## config.mk

```make
export PLATFORM = sky130hd
export DESIGN_NAME = desc_mem_arbiter_flat
export DESIGN_NICKNAME = d
export VERILOG_FILES = /design/src/rtl/desc_mem_arbiter_pkg.sv /design/src/rtl/desc_mem_arbiter_if.sv /design/src/rtl/desc_mem_arbiter_rr.sv /design/src/rtl/desc_mem_arbiter.sv /design/src/flat_wrapper.sv
export SDC_FILE = /design/constraint.sdc
export NUM_CORES = 1
export LEC_CHECK = 0
export CORE_MARGIN = 10
export CORE_UTILIZATION = 25
export CTS_CLUSTER_SIZE = 8
export DETAILED_ROUTE_END_ITERATION = 10
export PLACE_DENSITY = 0.84
export SYNTH_ARGS = -nofsm -noshare
export SYNTH_HDL_FRONTEND = slang
export SYNTH_SLANG_ARGS = --single-unit
export TNS_END_PERCENT = 30
```

## constraint.sdc

```tcl
create_clock -name clk -period 2.71 [get_ports clk]
set_clock_uncertainty 0.1 [all_clocks]
set_input_delay 0.6775 -clock clk [delete_from_list [all_inputs] [get_ports clk]]
set_output_delay 0.6775 -clock clk [all_outputs]
set_load 0.01 [all_outputs]
```

## src/rtl/desc_mem_arbiter_pkg.sv

```systemverilog
// Shared types and default sizes for the two-requester descriptor memory arbiter.
// Imported by the interfaces, the round-robin sub-module and the top.
package desc_mem_pkg;

    localparam int DEF_ADDR_W   = 10;
    localparam int DEF_DATA_W   = 32;
    localparam int DEF_LOCK_MAX = 16;
    localparam int LOCK_CNT_W   = 8;

    typedef enum logic [1:0] {
        ST_IDLE = 2'd0,
        ST_OWN0 = 2'd1,
        ST_OWN1 = 2'd2
    } arb_state_e;

    typedef logic req_idx_t;

    function automatic arb_state_e own_state(req_idx_t idx);
        return idx ? ST_OWN1 : ST_OWN0;
    endfunction

endpackage

```

## src/rtl/desc_mem_arbiter_if.sv

```systemverilog
// Requester-side bus (Avalon-style with lock) and single-port RAM command bus
// used as ports of desc_mem_arbiter.
import desc_mem_pkg::*;

interface desc_req_if #(
    parameter int ADDR_W = DEF_ADDR_W,
    parameter int DATA_W = DEF_DATA_W
);
    logic [ADDR_W-1:0]   address;
    logic [DATA_W/8-1:0] byteenable;
    logic                read;
    logic                write;
    logic [DATA_W-1:0]   writedata;
    logic                lock;
    logic                waitrequest;
    logic [DATA_W-1:0]   readdata;
    logic                readdatavalid;

    modport master (
        output address, byteenable, read, write, writedata, lock,
        input  waitrequest, readdata, readdatavalid
    );
    modport slave (
        input  address, byteenable, read, write, writedata, lock,
        output waitrequest, readdata, readdatavalid
    );
endinterface

interface desc_mem_if #(
    parameter int ADDR_W = DEF_ADDR_W,
    parameter int DATA_W = DEF_DATA_W
);
    logic [ADDR_W-1:0]   address;
    logic [DATA_W/8-1:0] byteenable;
    logic [DATA_W-1:0]   writedata;
    logic                chipselect;
    logic                write;
    logic                clken;
    logic [DATA_W-1:0]   readdata;

    modport master (
        output address, byteenable, writedata, chipselect, write, clken,
        input  readdata
    );
    modport slave (
        input  address, byteenable, writedata, chipselect, write, clken,
        output readdata
    );
endinterface

```

## src/rtl/desc_mem_arbiter_rr.sv

```systemverilog
// Two-way round-robin decision: on contention the requester not granted last wins,
// a lone requester wins immediately.
module desc_rr_arb2
    import desc_mem_pkg::*;
(
    input  logic [1:0] req_i,
    input  req_idx_t   last_i,
    output logic [1:0] gnt_o
);

    // NOTE: every output of a combinational block gets a default first so no latch is inferred.
    always_comb begin
        gnt_o = '0;
        if (&req_i) begin
            gnt_o = last_i ? 2'b01 : 2'b10;
        end else begin
            gnt_o = req_i;
        end
    end

endmodule

```

## src/rtl/desc_mem_arbiter.sv

```systemverilog
// Arbitrates two lock-capable requesters onto one single-port RAM (read latency 1).
// Optional DESC_ARB_STATS_EN adds saturating grant and contention counters.
module desc_mem_arbiter
    import desc_mem_pkg::*;
#(
    parameter int ADDR_W   = DEF_ADDR_W,
    parameter int DATA_W   = DEF_DATA_W,
    parameter int LOCK_MAX = DEF_LOCK_MAX
) (
    input  logic        clk,
    input  logic        reset,
    desc_req_if.slave   m0,
    desc_req_if.slave   m1,
    desc_mem_if.master  mem
`ifdef DESC_ARB_STATS_EN
    ,
    output logic [15:0] stats0_grants,
    output logic [15:0] stats1_grants,
    output logic [15:0] stats_contention
`endif
);

    arb_state_e            state_q, state_d;
    logic [LOCK_CNT_W-1:0] lock_cnt_q, lock_cnt_d;
    req_idx_t              last_q, last_d;
    logic [1:0]            rdv_q, rdv_d;

    logic [1:0]          want, rr_gnt, gnt;
    req_idx_t            gnt_idx;
    logic                accept, gnt_lock, gnt_write;
    logic [ADDR_W-1:0]   addr_sel;
    logic [DATA_W-1:0]   wdata_sel;
    logic [DATA_W/8-1:0] be_sel;

    assign want = {m1.read | m1.write, m0.read | m0.write};

    desc_rr_arb2 u_rr (
        .req_i  (want),
        .last_i (last_q),
        .gnt_o  (rr_gnt)
    );

    always_comb begin
        gnt        = '0;
        state_d    = state_q;
        lock_cnt_d = '0;
        case (state_q)
            ST_IDLE: gnt = rr_gnt;
            ST_OWN0: begin
                gnt        = {1'b0, want[0]};
                lock_cnt_d = lock_cnt_q + 1'b1;
                if (!m0.lock || lock_cnt_d == LOCK_CNT_W'(LOCK_MAX)) begin
                    state_d    = ST_IDLE;
                    lock_cnt_d = '0;
                end
            end
            ST_OWN1: begin
                gnt        = {want[1], 1'b0};
                lock_cnt_d = lock_cnt_q + 1'b1;
                if (!m1.lock || lock_cnt_d == LOCK_CNT_W'(LOCK_MAX)) begin
                    state_d    = ST_IDLE;
                    lock_cnt_d = '0;
                end
            end
            default: state_d = ST_IDLE;
        endcase

        // Nothing is accepted while reset is held, so no stray RAM access or read return.
        if (reset) begin
            gnt = '0;
        end

        accept    = |gnt;
        gnt_idx   = gnt[1];
        gnt_lock  = gnt_idx ? m1.lock  : m0.lock;
        gnt_write = gnt_idx ? m1.write : m0.write;

        // After a forced release last_q still names the holder, so the round-robin
        // already hands the next contended grant to the other requester.
        if (state_q == ST_IDLE && accept && gnt_lock) begin
            state_d = own_state(gnt_idx);
        end

        last_d = accept ? gnt_idx : last_q;
        rdv_d  = gnt & {m1.read & ~m1.write, m0.read & ~m0.write};
    end

    assign addr_sel  = gnt_idx ? m1.address    : m0.address;
    assign wdata_sel = gnt_idx ? m1.writedata  : m0.writedata;
    assign be_sel    = gnt_idx ? m1.byteenable : m0.byteenable;

    assign mem.address    = addr_sel;
    assign mem.writedata  = wdata_sel;
    assign mem.byteenable = be_sel;
    assign mem.chipselect = accept;
    assign mem.write      = accept & gnt_write;
    assign mem.clken      = 1'b1;

    assign m0.waitrequest   = ~gnt[0];
    assign m1.waitrequest   = ~gnt[1];
    assign m0.readdata      = mem.readdata;
    assign m1.readdata      = mem.readdata;
    assign m0.readdatavalid = rdv_q[0];
    assign m1.readdatavalid = rdv_q[1];

    // NOTE: state registers use non-blocking assignments so every flop samples pre-edge values.
    always_ff @(posedge clk) begin
        if (reset) begin
            state_q    <= ST_IDLE;
            lock_cnt_q <= '0;
            last_q     <= 1'b1;
            rdv_q      <= '0;
        end else begin
            state_q    <= state_d;
            lock_cnt_q <= lock_cnt_d;
            last_q     <= last_d;
            rdv_q      <= rdv_d;
        end
    end

`ifdef DESC_ARB_STATS_EN
    logic [15:0] grants0_q, grants1_q, contention_q;

    always_ff @(posedge clk) begin
        if (reset) begin
            grants0_q    <= '0;
            grants1_q    <= '0;
            contention_q <= '0;
        end else begin
            if (gnt[0] && grants0_q != 16'hFFFF) grants0_q <= grants0_q + 1'b1;
            if (gnt[1] && grants1_q != 16'hFFFF) grants1_q <= grants1_q + 1'b1;
            if (&want && contention_q != 16'hFFFF) contention_q <= contention_q + 1'b1;
        end
    end

    assign stats0_grants    = grants0_q;
    assign stats1_grants    = grants1_q;
    assign stats_contention = contention_q;
`endif

endmodule

```

## src/flat_wrapper.sv

```systemverilog
// flat-port wrapper written by rule: the top's interface ports become plain ports
module desc_mem_arbiter_flat import desc_mem_pkg::*;
#(
    parameter int ADDR_W   = DEF_ADDR_W,
    parameter int DATA_W   = DEF_DATA_W,
    parameter int LOCK_MAX = DEF_LOCK_MAX
)
  (clk, reset, m0_address, m0_byteenable, m0_read, m0_write, m0_writedata, m0_lock, m0_waitrequest, m0_readdata, m0_readdatavalid, m1_address, m1_byteenable, m1_read, m1_write, m1_writedata, m1_lock, m1_waitrequest, m1_readdata, m1_readdatavalid, mem_address, mem_byteenable, mem_writedata, mem_chipselect, mem_write, mem_clken, mem_readdata);
  desc_req_if #(.ADDR_W(ADDR_W), .DATA_W(DATA_W)) m0_i ();
  desc_req_if #(.ADDR_W(ADDR_W), .DATA_W(DATA_W)) m1_i ();
  desc_mem_if #(.ADDR_W(ADDR_W), .DATA_W(DATA_W)) mem_i ();
  input  logic clk;
  input  logic reset;
  input wire logic [$bits(m0_i.address)-1:0] m0_address;
  input wire logic [$bits(m0_i.byteenable)-1:0] m0_byteenable;
  input wire logic [$bits(m0_i.read)-1:0] m0_read;
  input wire logic [$bits(m0_i.write)-1:0] m0_write;
  input wire logic [$bits(m0_i.writedata)-1:0] m0_writedata;
  input wire logic [$bits(m0_i.lock)-1:0] m0_lock;
  output wire logic [$bits(m0_i.waitrequest)-1:0] m0_waitrequest;
  output wire logic [$bits(m0_i.readdata)-1:0] m0_readdata;
  output wire logic [$bits(m0_i.readdatavalid)-1:0] m0_readdatavalid;
  input wire logic [$bits(m1_i.address)-1:0] m1_address;
  input wire logic [$bits(m1_i.byteenable)-1:0] m1_byteenable;
  input wire logic [$bits(m1_i.read)-1:0] m1_read;
  input wire logic [$bits(m1_i.write)-1:0] m1_write;
  input wire logic [$bits(m1_i.writedata)-1:0] m1_writedata;
  input wire logic [$bits(m1_i.lock)-1:0] m1_lock;
  output wire logic [$bits(m1_i.waitrequest)-1:0] m1_waitrequest;
  output wire logic [$bits(m1_i.readdata)-1:0] m1_readdata;
  output wire logic [$bits(m1_i.readdatavalid)-1:0] m1_readdatavalid;
  output wire logic [$bits(mem_i.address)-1:0] mem_address;
  output wire logic [$bits(mem_i.byteenable)-1:0] mem_byteenable;
  output wire logic [$bits(mem_i.writedata)-1:0] mem_writedata;
  output wire logic [$bits(mem_i.chipselect)-1:0] mem_chipselect;
  output wire logic [$bits(mem_i.write)-1:0] mem_write;
  output wire logic [$bits(mem_i.clken)-1:0] mem_clken;
  input wire logic [$bits(mem_i.readdata)-1:0] mem_readdata;
  assign m0_i.address = m0_address;
  assign m0_i.byteenable = m0_byteenable;
  assign m0_i.read = m0_read;
  assign m0_i.write = m0_write;
  assign m0_i.writedata = m0_writedata;
  assign m0_i.lock = m0_lock;
  assign m0_waitrequest = m0_i.waitrequest;
  assign m0_readdata = m0_i.readdata;
  assign m0_readdatavalid = m0_i.readdatavalid;
  assign m1_i.address = m1_address;
  assign m1_i.byteenable = m1_byteenable;
  assign m1_i.read = m1_read;
  assign m1_i.write = m1_write;
  assign m1_i.writedata = m1_writedata;
  assign m1_i.lock = m1_lock;
  assign m1_waitrequest = m1_i.waitrequest;
  assign m1_readdata = m1_i.readdata;
  assign m1_readdatavalid = m1_i.readdatavalid;
  assign mem_address = mem_i.address;
  assign mem_byteenable = mem_i.byteenable;
  assign mem_writedata = mem_i.writedata;
  assign mem_chipselect = mem_i.chipselect;
  assign mem_write = mem_i.write;
  assign mem_clken = mem_i.clken;
  assign mem_i.readdata = mem_readdata;
  desc_mem_arbiter #(.ADDR_W(ADDR_W), .DATA_W(DATA_W), .LOCK_MAX(LOCK_MAX)) u_core (.clk(clk), .reset(reset), .m0(m0_i), .m1(m1_i), .mem(mem_i));
endmodule
```

==> results.txt <==
* Critical path endpoint category: primary output
- No sink is reached through more buffers than the 2 on the longest clock path.
- Overflow left after global routing: 0
* Count of vias placed by the detailed router: 2255
- The number of slew-limit violations in the final report came to 0.
- After technology mapping, the gate count stands at 296.
- In this run the worst hold path is classified as reg -> reg.
- Of the synthesized area, sequential elements account for 14.63%.
- Setup repair after global routing could not meet its margin everywhere.
- For this run, design rule violations remaining after detail routing come to 0.
- The cell sitting at the root of the clock tree is a sky130_fd_sc_hd__clkbuf_8.
- Core utilization of the finished layout: 48.56%
- Die Footprint: 0.01089 sq mm
- CP Class: in -> out
- Final worst path period need: 2.963 ns
* Clock sinks: 13
* Cells taking the most area after synthesis: sky130_fd_sc_hd__nand2_1 31%, sky130_fd_sc_hd__buf_4 28%, sky130_fd_sc_hd__dfxtp_1 15%, sky130_fd_sc_hd__ha_1 3.5%, sky130_fd_sc_hd__nor2_1 2.7%
* Required time at the worst-slack endpoint: 1.93 ns
* Post-route clock period utilization: 109.3%
- The number of hold violations in the final report was 0.
- The synthesized design devotes to its leading area cell type 30.59% of total area.
- Number of DRC violations after detailed-routing iteration 0: 106
* Share of cell area taken by muxes after synthesis: 0%
- The core region is 0.006869 sq mm.
- Static timing analysis puts the maximum clock frequency at 337.5 MHz.
* Clock latency on the worst-skew pair: 0.26 ns
- Finished layout cell area: 0.003336 sq mm
- The worst setup path is launched from an input pin.
- The number of global-route vias before repair was 2286.
- Synth-to-Final Area Change: 87.48%
- The first global-routing pass estimated 13.35 mm of wire.
* Flop and latch count out of synthesis: 13
- Static Leak: 1.558 nW
* TritonCTS clock tree: done
- FP Rows: 30
* Number of top-level design ports: 249
* Cell type with the highest aggregate area in the netlist: sky130_fd_sc_hd__nand2_1
* Placed Area: 0.002995 sq mm
- Using the TritonRoute via totals, the vias-per-cell ratio works out to 4.483.
- Hold-fix buffers at CTS: 0
* Initial antenna violation count: 0
- Entering global routing, the biggest net connects 14 pins.
- Synthesized netlist net count: 433
- Synth unique cells: 36
- Adder-cell share of the synthesized area: 3.516%
* Synth Warn #: 0
- Detailed Routing Iterations Pass 1: 5
- Of all nets on the critical path, the largest fanout is 7.
* Fraction of synthesized cell area in xor and xnor cells: 2.954%
- Overall routed net length: 9.087 mm
- Clock transition at the registers of the reported paths: 0.05 ns
- Final routed wire length divided by cell count: 18.07 um
- By area, the combinational part of the netlist is dominated by simple AND/OR/NAND/NOR gates.
- The run finished, with violations left.
- All-layer global routing usage: 15.18%
* Power density of the placed cells: 561.2 mW/mm^2
- At the end of routability-driven placement, the weighted congestion stood at 0.8351.
- At the end of the flow, the number of nets in the layout was 545.
- The worst-case IR drop observed on VDD is 370.4 uV.
- Mean cell area of the mapped netlist: 6.011 sq um
* Compound-cell area share of the yosys netlist: 7.806%
* Die extent in y: 104.4 um
- Cts bufs inserted: 3
* Simple-gate area share of the yosys netlist: 38.75%
- In this run the number of H-tree levels came out at 1.
* Total half-perimeter wirelength after legalization and detailed placement: 7.021 mm
- In this run the tool buffered the top-level ports with 151 buffer cells.
- After layout, the worst setup slack is -0.2533 ns.
- The final reports fail on setup timing.
- Summing every instance area after synthesis gives 0.001779 sq mm.
- Data on the critical path arrives at its endpoint at 2.19 ns.
- The post-route netlist has 30.47% of its cells at a drive strength greater than 1.
- The design draws 1.872 mW.
- DRT antenna net count: 0
- The die is 104.4 um wide.
- Maximum Capacitance Violations: 0
* Antenna cells: 0
- Initial standard-cell utilization of the core: 25.90%
- Setup violations remaining at the end of the flow were counted as 47.
critical path, stage by stage:
cell                       delay (ns)
sky130_fd_sc_hd__buf_2           0.11
sky130_fd_sc_hd__or2_4           0.24
sky130_fd_sc_hd__a311oi_4        0.33
sky130_fd_sc_hd__buf_6           0.15
sky130_fd_sc_hd__buf_6           0.10
sky130_fd_sc_hd__inv_8           0.05
sky130_fd_sc_hd__buf_12          0.12
sky130_fd_sc_hd__buf_16          0.13
sky130_fd_sc_hd__nand2_1         0.07
sky130_fd_sc_hd__nand2_1         0.07
sky130_fd_sc_hd__buf_6           0.13
sequential cells by signal (all words and copies together), names as in the netlist:
| signal | count |
|---|---|
| u_core.state_q | 2 |
| u_core.last_q | 1 |
| u_core.lock_cnt_q | 8 |
| u_core.rdv_q | 2 |
cells by family (layout without fill, tap and decap cells):
group                    after synthesis  in the layout
buffers and inverters                 82            193
other                                  1              1
AND/OR/NAND/NOR                      173            173
flip-flops                            13             13
AO/OA/AOI/OAI                         16             16
adder cells (fa/ha/maj)                5              5
XOR/XNOR                               6              6
layout by cell type, fill, tap and decap left out, types with 2 or more instances in the layout:
| cell type | count |
|---|---|
| sky130_fd_sc_hd__nand2_2 | 20 |
| sky130_fd_sc_hd__buf_2 | 33 |
| sky130_fd_sc_hd__xnor2_1 | 4 |
| sky130_fd_sc_hd__nand4_1 | 4 |
| sky130_fd_sc_hd__clkdlybuf4s50_1 | 96 |
| sky130_fd_sc_hd__xor2_1 | 2 |
| sky130_fd_sc_hd__nand2_1 | 123 |
| sky130_fd_sc_hd__dfxtp_1 | 11 |
| sky130_fd_sc_hd__buf_4 | 13 |
| sky130_fd_sc_hd__inv_1 | 5 |
| sky130_fd_sc_hd__buf_16 | 6 |
| sky130_fd_sc_hd__nand3_1 | 3 |
| sky130_fd_sc_hd__a21oi_1 | 2 |
| sky130_fd_sc_hd__clkbuf_2 | 2 |
| sky130_fd_sc_hd__buf_12 | 6 |
| sky130_fd_sc_hd__nor2_1 | 13 |
| sky130_fd_sc_hd__o32ai_1 | 2 |
| sky130_fd_sc_hd__clkbuf_8 | 3 |
| sky130_fd_sc_hd__ha_1 | 3 |
| sky130_fd_sc_hd__or2_4 | 3 |
| sky130_fd_sc_hd__nand2_4 | 2 |
| sky130_fd_sc_hd__ha_4 | 2 |
| sky130_fd_sc_hd__buf_6 | 24 |
power breakdown:
group          internal, mW  switching (mW)
Combinational         0.796           0.659
Clock                 0.104          0.0764
Sequential            0.214          0.0222
through the flow:
stage	cells	setup slack, ns	hold WS [ns]	TNS, ns
detailed placement	482	-0.8865	0.3692	-42.19
global route	503	-0.3135	0.4208	-9.866
global placement	482	-0.8173	0.3619	-38.89
CTS	499	-0.2570	0.3832	-6.146
floorplan	296	0.08190	0.3371	0
finish	503	-0.2533	0.3817	-5.958
Yosys cell counts:
cell and count:
sky130_fd_sc_hd__a2111oi_0 1, sky130_fd_sc_hd__xnor2_1 4, sky130_fd_sc_hd__nand3_1 3, sky130_fd_sc_hd__a22o_1 1, sky130_fd_sc_hd__or2_2 2, sky130_fd_sc_hd__conb_1 1, sky130_fd_sc_hd__inv_2 1, sky130_fd_sc_hd__clkbuf_1 3
sky130_fd_sc_hd__inv_1 6, sky130_fd_sc_hd__nor2_1 13, sky130_fd_sc_hd__xor2_1 2, sky130_fd_sc_hd__buf_6 1, sky130_fd_sc_hd__nand4_1 4, sky130_fd_sc_hd__a21o_1 1, sky130_fd_sc_hd__nand2_1 145, sky130_fd_sc_hd__a21oi_1 2
sky130_fd_sc_hd__a211o_1 1, sky130_fd_sc_hd__o22ai_1 1, sky130_fd_sc_hd__and3b_1 1, sky130_fd_sc_hd__ha_1 5, sky130_fd_sc_hd__or2_1 1, sky130_fd_sc_hd__o21ai_0 1, sky130_fd_sc_hd__a31o_2 1, sky130_fd_sc_hd__nand4b_1 1
sky130_fd_sc_hd__buf_2 4, sky130_fd_sc_hd__o311ai_0 1, sky130_fd_sc_hd__o32ai_1 2, sky130_fd_sc_hd__or3_1 1, sky130_fd_sc_hd__a311oi_4 1, sky130_fd_sc_hd__o31ai_1 1, sky130_fd_sc_hd__and2_1 1, sky130_fd_sc_hd__nand3b_1 1
sky130_fd_sc_hd__o211ai_1 1, sky130_fd_sc_hd__dfxtp_1 13, sky130_fd_sc_hd__a211oi_1 1, sky130_fd_sc_hd__buf_4 67
metal layers:
layer / global-route usage [%] / vias to the layer above / share of wire [%]
li1: - / 1085 / -
met1: 16.17 / 1016 / 38
met2: 27.17 / 127 / 52
met3: 5.452 / 27 / 8.2
met4: 4.573 / 0 / 2.2
met5: 0 / - / 0
worst paths after layout:
kind                                   start                              end  slack [ns]  cells past startpoint
max                                    reset                   mem_address[5]       -0.25                     11
min reg2reg  u_core.lock_cnt_q[0]$_SDFF_PP0_  u_core.lock_cnt_q[0]$_SDFF_PP0_        0.38                      1
min          u_core.lock_cnt_q[0]$_SDFF_PP0_  u_core.lock_cnt_q[0]$_SDFF_PP0_        0.38                      1
max reg2reg   u_core.state_q[1]$_SDFFE_PP0P_       u_core.last_q$_SDFFE_PP1N_        0.62                      9
timing repair:
item	in CTS	in global routing
buffers inserted	7	6
resized for setup	257	35
endpoints found under the setup margin	50	50
gates cloned	6	0
pin swaps	13	12
layout make-up:
type	instances	area [sq um]
Multi-Input combinational cell	201	1056
Clock buffer	4	45.04
Tap cell	96	120.1
Fill cell	696	3533
Sequential cell	13	265.3
Timing Repair Buffer	182	1815
Inverter	7	33.78
(Power assumes the default switching activity.)
